File: src/rtl/seg_pattern_sequencer_if.sv
// Control/status bundle between the pin-side controller (master) and the
// pattern sequencer (slave).
interface seg_pattern_sequencer_if #(
  parameter int STEPS       = 8,
  parameter int SPEED_WIDTH = 3
);
  localparam int IDX_W = $clog2(STEPS);

  logic                   load_en;
  logic                   load_valid;
  logic [6:0]             load_data;
  logic                   run;
  logic                   dir;
  logic [SPEED_WIDTH-1:0] speed;

  logic [6:0]             seg_mask;
  logic                   step_strobe;
  logic [IDX_W-1:0]       step_idx;
  logic [IDX_W:0]         length;
  logic                   load_full;
  logic [1:0]             state;

  modport master (
    output load_en, load_valid, load_data, run, dir, speed,
    input  seg_mask, step_strobe, step_idx, length, load_full, state
  );

  modport slave (
    input  load_en, load_valid, load_data, run, dir, speed,
    output seg_mask, step_strobe, step_idx, length, load_full, state
  );
endinterface

File: src/rtl/seg_pattern_sequencer.sv
// Loadable step sequencer feeding the 7-segment fade engine.
// Optional macro SEQ_BOUNCE_EN selects ping-pong playback instead of wrap-around.
module seg_pattern_sequencer #(
  parameter int STEPS          = 8,
  parameter int PRESCALE_WIDTH = 12,
  parameter int SPEED_WIDTH    = 3
) (
  input  logic                  clk,
  input  logic                  reset,
  seg_pattern_sequencer_if.slave bus
);
  localparam int IDX_W = $clog2(STEPS);
  localparam int LEN_W = IDX_W + 1;

  typedef enum logic [1:0] {
    S_IDLE = 2'd0,
    S_LOAD = 2'd1,
    S_RUN  = 2'd2
  } state_e;

  state_e                    state_q, state_d;
  logic [LEN_W-1:0]          len_q, len_d;
  logic [IDX_W-1:0]          step_idx_q, step_idx_d;
  logic [6:0]                seg_mask_q, seg_mask_d;
  logic                      step_strobe_q, step_strobe_d;
  logic                      load_full_q, load_full_d;
  logic [PRESCALE_WIDTH-1:0] presc_q, presc_d;
  logic [SPEED_WIDTH-1:0]    tick_q, tick_d;
  logic [6:0]                pat_mem_q [STEPS];

  logic                      wr_en;
  logic [IDX_W-1:0]          last_idx, entry_idx, nxt_idx;

  assign last_idx  = IDX_W'(len_q - 1'b1);
  assign entry_idx = bus.dir ? '0 : last_idx;

`ifdef SEQ_BOUNCE_EN
  logic dir_q, dir_d, nxt_dir;

  // Turn around at either end; a single-step table just repeats index 0.
  always_comb begin
    nxt_idx = step_idx_q;
    nxt_dir = dir_q;
    if (last_idx == '0) begin
      nxt_idx = '0;
    end else if (dir_q) begin
      if (step_idx_q == last_idx) begin
        nxt_idx = step_idx_q - 1'b1;
        nxt_dir = 1'b0;
      end else begin
        nxt_idx = step_idx_q + 1'b1;
      end
    end else begin
      if (step_idx_q == '0) begin
        nxt_idx = IDX_W'(1);
        nxt_dir = 1'b1;
      end else begin
        nxt_idx = step_idx_q - 1'b1;
      end
    end
  end
`else
  always_comb begin
    nxt_idx = step_idx_q;
    if (bus.dir) nxt_idx = (step_idx_q == last_idx) ? '0 : step_idx_q + 1'b1;
    else         nxt_idx = (step_idx_q == '0) ? last_idx : step_idx_q - 1'b1;
  end
`endif

  // NOTE: every signal gets a default before the case so no path leaves it unassigned (no latches).
  always_comb begin
    state_d       = state_q;
    len_d         = len_q;
    step_idx_d    = step_idx_q;
    seg_mask_d    = seg_mask_q;
    step_strobe_d = 1'b0;
    presc_d       = presc_q;
    tick_d        = tick_q;
    wr_en         = 1'b0;
`ifdef SEQ_BOUNCE_EN
    dir_d         = dir_q;
`endif

    unique case (state_q)
      S_IDLE: begin
        if (bus.load_en) begin
          state_d = S_LOAD;
          len_d   = '0;
        end else if (bus.run && (len_q != '0)) begin
          state_d       = S_RUN;
          step_idx_d    = entry_idx;
          seg_mask_d    = pat_mem_q[entry_idx];
          step_strobe_d = 1'b1;
          presc_d       = '0;
          tick_d        = '0;
`ifdef SEQ_BOUNCE_EN
          dir_d         = bus.dir;
`endif
        end
      end

      S_LOAD: begin
        if (bus.load_valid && (len_q != LEN_W'(STEPS))) begin
          wr_en = 1'b1;
          len_d = len_q + 1'b1;
        end
        if (!bus.load_en) state_d = S_IDLE;
      end

      S_RUN: begin
        if (!bus.run) begin
          state_d    = S_IDLE;
          seg_mask_d = '0;
          presc_d    = '0;
          tick_d     = '0;
        end else begin
          presc_d = presc_q + 1'b1;
          // A base tick is the prescaler wrapping; the step fires on tick number speed+1.
          if (&presc_q) begin
            if (tick_q == bus.speed) begin
              tick_d        = '0;
              step_idx_d    = nxt_idx;
              seg_mask_d    = pat_mem_q[nxt_idx];
              step_strobe_d = 1'b1;
`ifdef SEQ_BOUNCE_EN
              dir_d         = nxt_dir;
`endif
            end else begin
              tick_d = tick_q + 1'b1;
            end
          end
        end
      end

      default: state_d = S_IDLE;
    endcase

    load_full_d = (len_d == LEN_W'(STEPS));
  end

  // NOTE: sequential state uses non-blocking assignments only, so every flop samples pre-edge values.
  always_ff @(posedge clk) begin
    if (reset) begin
      state_q       <= S_IDLE;
      len_q         <= '0;
      step_idx_q    <= '0;
      seg_mask_q    <= '0;
      step_strobe_q <= 1'b0;
      load_full_q   <= 1'b0;
      presc_q       <= '0;
      tick_q        <= '0;
`ifdef SEQ_BOUNCE_EN
      dir_q         <= 1'b1;
`endif
    end else begin
      state_q       <= state_d;
      len_q         <= len_d;
      step_idx_q    <= step_idx_d;
      seg_mask_q    <= seg_mask_d;
      step_strobe_q <= step_strobe_d;
      load_full_q   <= load_full_d;
      presc_q       <= presc_d;
      tick_q        <= tick_d;
`ifdef SEQ_BOUNCE_EN
      dir_q         <= dir_d;
`endif
    end
  end

  // NOTE: the pattern table is deliberately not reset; length 0 hides stale contents.
  always_ff @(posedge clk) begin
    if (wr_en) pat_mem_q[len_q[IDX_W-1:0]] <= bus.load_data;
  end

  assign bus.state       = state_q;
  assign bus.length      = len_q;
  assign bus.step_idx    = step_idx_q;
  assign bus.seg_mask    = seg_mask_q;
  assign bus.step_strobe = step_strobe_q;
  assign bus.load_full   = load_full_q;
endmodule
File: src/flat_wrapper.sv
// flat-port wrapper written by rule: the top's interface ports become plain ports
module seg_pattern_sequencer_flat 
#(
  parameter int STEPS          = 8,
  parameter int PRESCALE_WIDTH = 12,
  parameter int SPEED_WIDTH    = 3
)
  (clk, reset, bus_load_en, bus_load_valid, bus_load_data, bus_run, bus_dir, bus_speed, bus_seg_mask, bus_step_strobe, bus_step_idx, bus_length, bus_load_full, bus_state);
  seg_pattern_sequencer_if #(.STEPS(STEPS), .SPEED_WIDTH(SPEED_WIDTH)) bus_i ();
  input  logic clk;
  input  logic reset;
  input wire logic [$bits(bus_i.load_en)-1:0] bus_load_en;
  input wire logic [$bits(bus_i.load_valid)-1:0] bus_load_valid;
  input wire logic [$bits(bus_i.load_data)-1:0] bus_load_data;
  input wire logic [$bits(bus_i.run)-1:0] bus_run;
  input wire logic [$bits(bus_i.dir)-1:0] bus_dir;
  input wire logic [$bits(bus_i.speed)-1:0] bus_speed;
  output wire logic [$bits(bus_i.seg_mask)-1:0] bus_seg_mask;
  output wire logic [$bits(bus_i.step_strobe)-1:0] bus_step_strobe;
  output wire logic [$bits(bus_i.step_idx)-1:0] bus_step_idx;
  output wire logic [$bits(bus_i.length)-1:0] bus_length;
  output wire logic [$bits(bus_i.load_full)-1:0] bus_load_full;
  output wire logic [$bits(bus_i.state)-1:0] bus_state;
  assign bus_i.load_en = bus_load_en;
  assign bus_i.load_valid = bus_load_valid;
  assign bus_i.load_data = bus_load_data;
  assign bus_i.run = bus_run;
  assign bus_i.dir = bus_dir;
  assign bus_i.speed = bus_speed;
  assign bus_seg_mask = bus_i.seg_mask;
  assign bus_step_strobe = bus_i.step_strobe;
  assign bus_step_idx = bus_i.step_idx;
  assign bus_length = bus_i.length;
  assign bus_load_full = bus_i.load_full;
  assign bus_state = bus_i.state;
  seg_pattern_sequencer #(.STEPS(STEPS), .PRESCALE_WIDTH(PRESCALE_WIDTH), .SPEED_WIDTH(SPEED_WIDTH)) u_core (.clk(clk), .reset(reset), .bus(bus_i));
endmodule
File: config.mk
export PLATFORM = sky130hd
export DESIGN_NAME = seg_pattern_sequencer_flat
export DESIGN_NICKNAME = d
export VERILOG_FILES = /design/src/rtl/seg_pattern_sequencer_if.sv /design/src/rtl/seg_pattern_sequencer.sv /design/src/flat_wrapper.sv
export SDC_FILE = /design/constraint.sdc
export NUM_CORES = 1
export LEC_CHECK = 0
export BUFFER_PORTS_ARGS = -buffer_cell sky130_fd_sc_hd__buf_4
export CAP_MARGIN = 20
export CORE_MARGIN = 5
export CORE_UTILIZATION = 55
export CTS_BUF_LIST = sky130_fd_sc_hd__clkbuf_2
export DETAILED_ROUTE_END_ITERATION = 7
export PLACE_DENSITY_LB_ADDON = 0.08
export SYNTH_ARGS = -nofsm -noshare
export SYNTH_HDL_FRONTEND = slang
export SYNTH_SLANG_ARGS = --single-unit
File: constraint.sdc
create_clock -name clk -period 3.7 [get_ports clk]
set_input_delay 0 -clock clk [delete_from_list [all_inputs] [get_ports clk]]
set_output_delay 0 -clock clk [all_outputs]
set_load 0.005 [all_outputs]
==> flow_summary.yaml <==
power_and_ir_drop:
  p_total_w: 0.00172
  comb_power_share_pct: 8.7
  power_switching_w: 0.000433
  p_int_w: 0.00129
  p_leak_nw: 1.87
  peakVddDrop_mv: 0.230
  pwr-share-clk_pct: 29.3
  p_per_area_nw_per_um2: 339
  switching_share_pct: 25.2
  seq_power_share_pct: 62.0
yosys:
  synth_top_area_share_pct: 37.4
  yosysTopAreaCell: "edfxtp_1"
  synth_top_family_by_area: "simple AND/OR/NAND/NOR gates"
  synthMostInstantiatedCell: "edfxtp_1"
  synth-seq-cells: 89
  synthTopCellsByCount: "edfxtp_1, nor2_1, dfxtp_1, a21oi_1, nand2_1"
  synthArstFlopShare_pct: 0
  synth.area.mux_share_pct: 11.7
  synth-xor-area-share_pct: 3.42
  netlist_area_um2: 4500
  synth_nets: 407
  ys_warn_count: 0
  synth_ff_type: "edfxtp_1"
  synthDistinctLibCells: 64
  synthAdderAreaFrac_pct: 1.95
  yosys.area_share.simple_pct: 15.6
  syn_avg_cell_area_um2: 11.7
  synth.area.top_cells: "edfxtp_1, dfxtp_1, mux4_1, nor2_1, mux4_2"
  synth-edff-count: 56
  synth_compound_area_share_pct: 11.8
  netlist_instances: 384
  yosysSeqAreaShare_pct: 52.1
timing:
  finClkSkew_ns: 0.0297
  fmax_mhz: 343
  period_share_pct: 78.8
  hold-worst-slack_ns: 0.0503
  fin_crit_ns: 2.91
  tns_ns: 0
  tightest_slew_ns: 0.816
  hold_violations: 0
  rsz0062_at_grt: "false"
  max_slew_margin_pct: 45.4
  finalSetupViolCount: 0
  slew_viol_final: 0
grt:
  grt-ovfl-total: 0
  grt.busiest_layer: "met2"
  grt_use_total_pct: 21.7
  grtUsageMet2_pct: 35.3
  grt_max_degree: 22
  grt_pass1_vias: 3077
  grt_antenna_before_repair: 0
  grtUsageMet3_pct: 4.38
  grt_pass1_wl_um: 16400
  use_met1_pct: 28.3
drt:
  drt.antenna.violating_nets: 0
  routed_wl_um: 10400
  via_per_inst: 6.01
  drc: 0
  first_pass_iters: 4
  via_count: 3243
  wl_per_cell_um: 19.3
  drt_iter0_markers: 255
floorplanning:
  floorplan.rows: 33
  io_pins: 34
  start_util_pct: 55.6
  fp.dieW_um: 100
  die-area_um2: 10100
  design.core.area_um2: 8090
  die_h_um: 100
placed_design:
  dp.cells: 510
  gp_congestion: 0.897
  dp_hpwl_um: 7040
  port_buffers: 33
clock_network:
  clk_path_buf_depth: 2
  clk_pin_slew_ns: 0.24
  cts_max_level: 3
  cts_num_sinks: 89
  cts_root_buffer: "clkbuf_2"
  clk_latency_ns: 0.57
  numCtsBuffers: 9
  tritoncts: "built"
layout:
  layout.cells.non_filler: 540
  nets: 453
  drive_gt1_share_pct: 18.6
  num_antenna_cells: 0
  syn2layout_area_growth_pct: 13.0
  finish.utilization_pct: 62.8
hold_path:
  hp-class: "in -> reg"
  worstHoldPathCells: 6
  min_from: "bus_speed[1]"
  min_to: "u_core.bus.step_idx[2]$_SDFFE_PP0P_"
setup_path:
  setup.worst_path.start_class: "register"
  reg2reg_to: "u_core.bus.seg_mask[5]$_SDFFE_PP0P_"
  path_class: "reg -> reg"
  max_stage_delay_ns: 0.57
  endpoint_kind: "register"
  crit_arrival_ns: 3.40
  rr_worst_depth: 8
  startpoint: "u_core.bus.length[0]$_SDFF_PP0_"
  crit_chain: "inv_1, ha_1, nor4bb_1, a311oi_1, nand2_1, a211oi_1, a21oi_1, a221o_1"
  crit_fanout: 21
  slowest_stage: "dfxtp_1"
  r2r_slack_ns: 0.79
  required_ns: 4.19
  r2r_start: "u_core.bus.length[0]$_SDFF_PP0_"
job:
  maxCapViolations: 0
outcome:
  status: "finished clean"
==> cell type report <==
cell class              instances  area, um^2
repair buffers                 55         448
inverters                      12        45.0
multi-input cells             263        2000
flip-flops and latches         89        2340
fillers                       668        3010
clock inverters                 7        75.1
well taps                     105         131
clock buffers                   9        45.0
==> critical path: cells and delay by family, from the launching register on <==
| kind | cells | cell delay [ns] |
|---|---|---|
| AOI/OAI and AO/OA | 4 | 1.14 |
| and+or+nand+nor | 2 | 0.68 |
| DFF | 1 | 0.57 |
| adders and majority gates | 1 | 0.38 |
| buffers and inverters | 1 | 0.10 |
==> state kept, by name (all words and copies together) (netlist names) <==
| register | count |
|---|---|
| u_core.tick_q | 3 |
| u_core.bus.length | 4 |
| u_core.bus.seg_mask | 7 |
| u_core.bus.state | 2 |
| u_core.bus.step_strobe | 1 |
| u_core.presc_q | 12 |
| u_core.pat_mem_q | 56 |
| u_core.bus.step_idx | 3 |
| u_core.bus.load_full | 1 |
==> repair_timing <==
action                                 4_1_cts  5_1_grt
setup buffers                                0        0
endpoints found under the hold margin       74        0
resized for setup                            0        0
hold buffers                                14        0
==> how the worst max path moves through the flow <==
stage / endpoint / cells after the start
floorplan: u_core.bus.seg_mask[5]$_SDFFE_PP0P_ / 12
finish: u_core.bus.seg_mask[5]$_SDFFE_PP0P_ / 8
global placement: u_core.bus.seg_mask[2]$_SDFFE_PP0P_ / 8
detailed placement: u_core.bus.seg_mask[0]$_SDFFE_PP0P_ / 8
CTS: u_core.bus.seg_mask[6]$_SDFFE_PP0P_ / 8
global route: u_core.bus.seg_mask[6]$_SDFFE_PP0P_ / 8
==> layout by cell type (no fill, tap or decap), types with 3 or more instances in the layout <==
master	instances
mux4_2	5
mux4_1	8
nor3_1	14
a21oi_1	20
a22oi_1	6
inv_1	12
nand3b_1	3
xor2_1	9
mux2i_1	10
clkbuf_2	9
ha_1	7
nand2_1	16
dfxtp_1	33
o22ai_1	9
xnor2_1	6
dlygate4sd3_1	14
o21ai_0	5
inv_6	3
o31ai_1	6
nor2_1	48
and2_1	6
a221o_1	6
edfxtp_1	56
nand4_1	3
mux2_2	8
nor2b_1	3
buf_4	41
nand3_1	10
nand2b_1	5
a211oi_1	11
==> kinds of logic after synthesis <==
| logic type | after synthesis |
|---|---|
| compound gates | 78 |
| flops | 89 |
| fa+ha+maj | 7 |
| buf+inv | 32 |
| xor+xnor | 16 |
| mux | 32 |
| simple gates | 130 |
==> power by group through the flow <==
stage	clock [W]	combinational (W)	sequential (W)
3_3_place_gp	0	0.000136	0.00109
2_1_floorplan	0	0.0000947	0.00108
5_1_grt	0.000552	0.000163	0.00107
3_5_place_dp	0	0.000138	0.00109
6_report	0.000504	0.000151	0.00107
4_1_cts	0.000513	0.000150	0.00107
==> routing by layer <==
layer  share of wire [%]  vias to the layer above
li1                    -                     1559
met1                  42                     1559
met2                  48                      104
met3                 7.8                       21
met4                 2.3                        0
met5                   0                        -
==> metrics by stage <==
step                      cell area, um^2  setup slack (ns)
after floorplan                      4500             0.655
after global placement               4820             0.895
after detailed placement             4820             0.815
after CTS                            5080             0.828
after global routing                 5080             0.568
final                                5080             0.786
No activity file was read; power rests on OpenSTA's default activity.
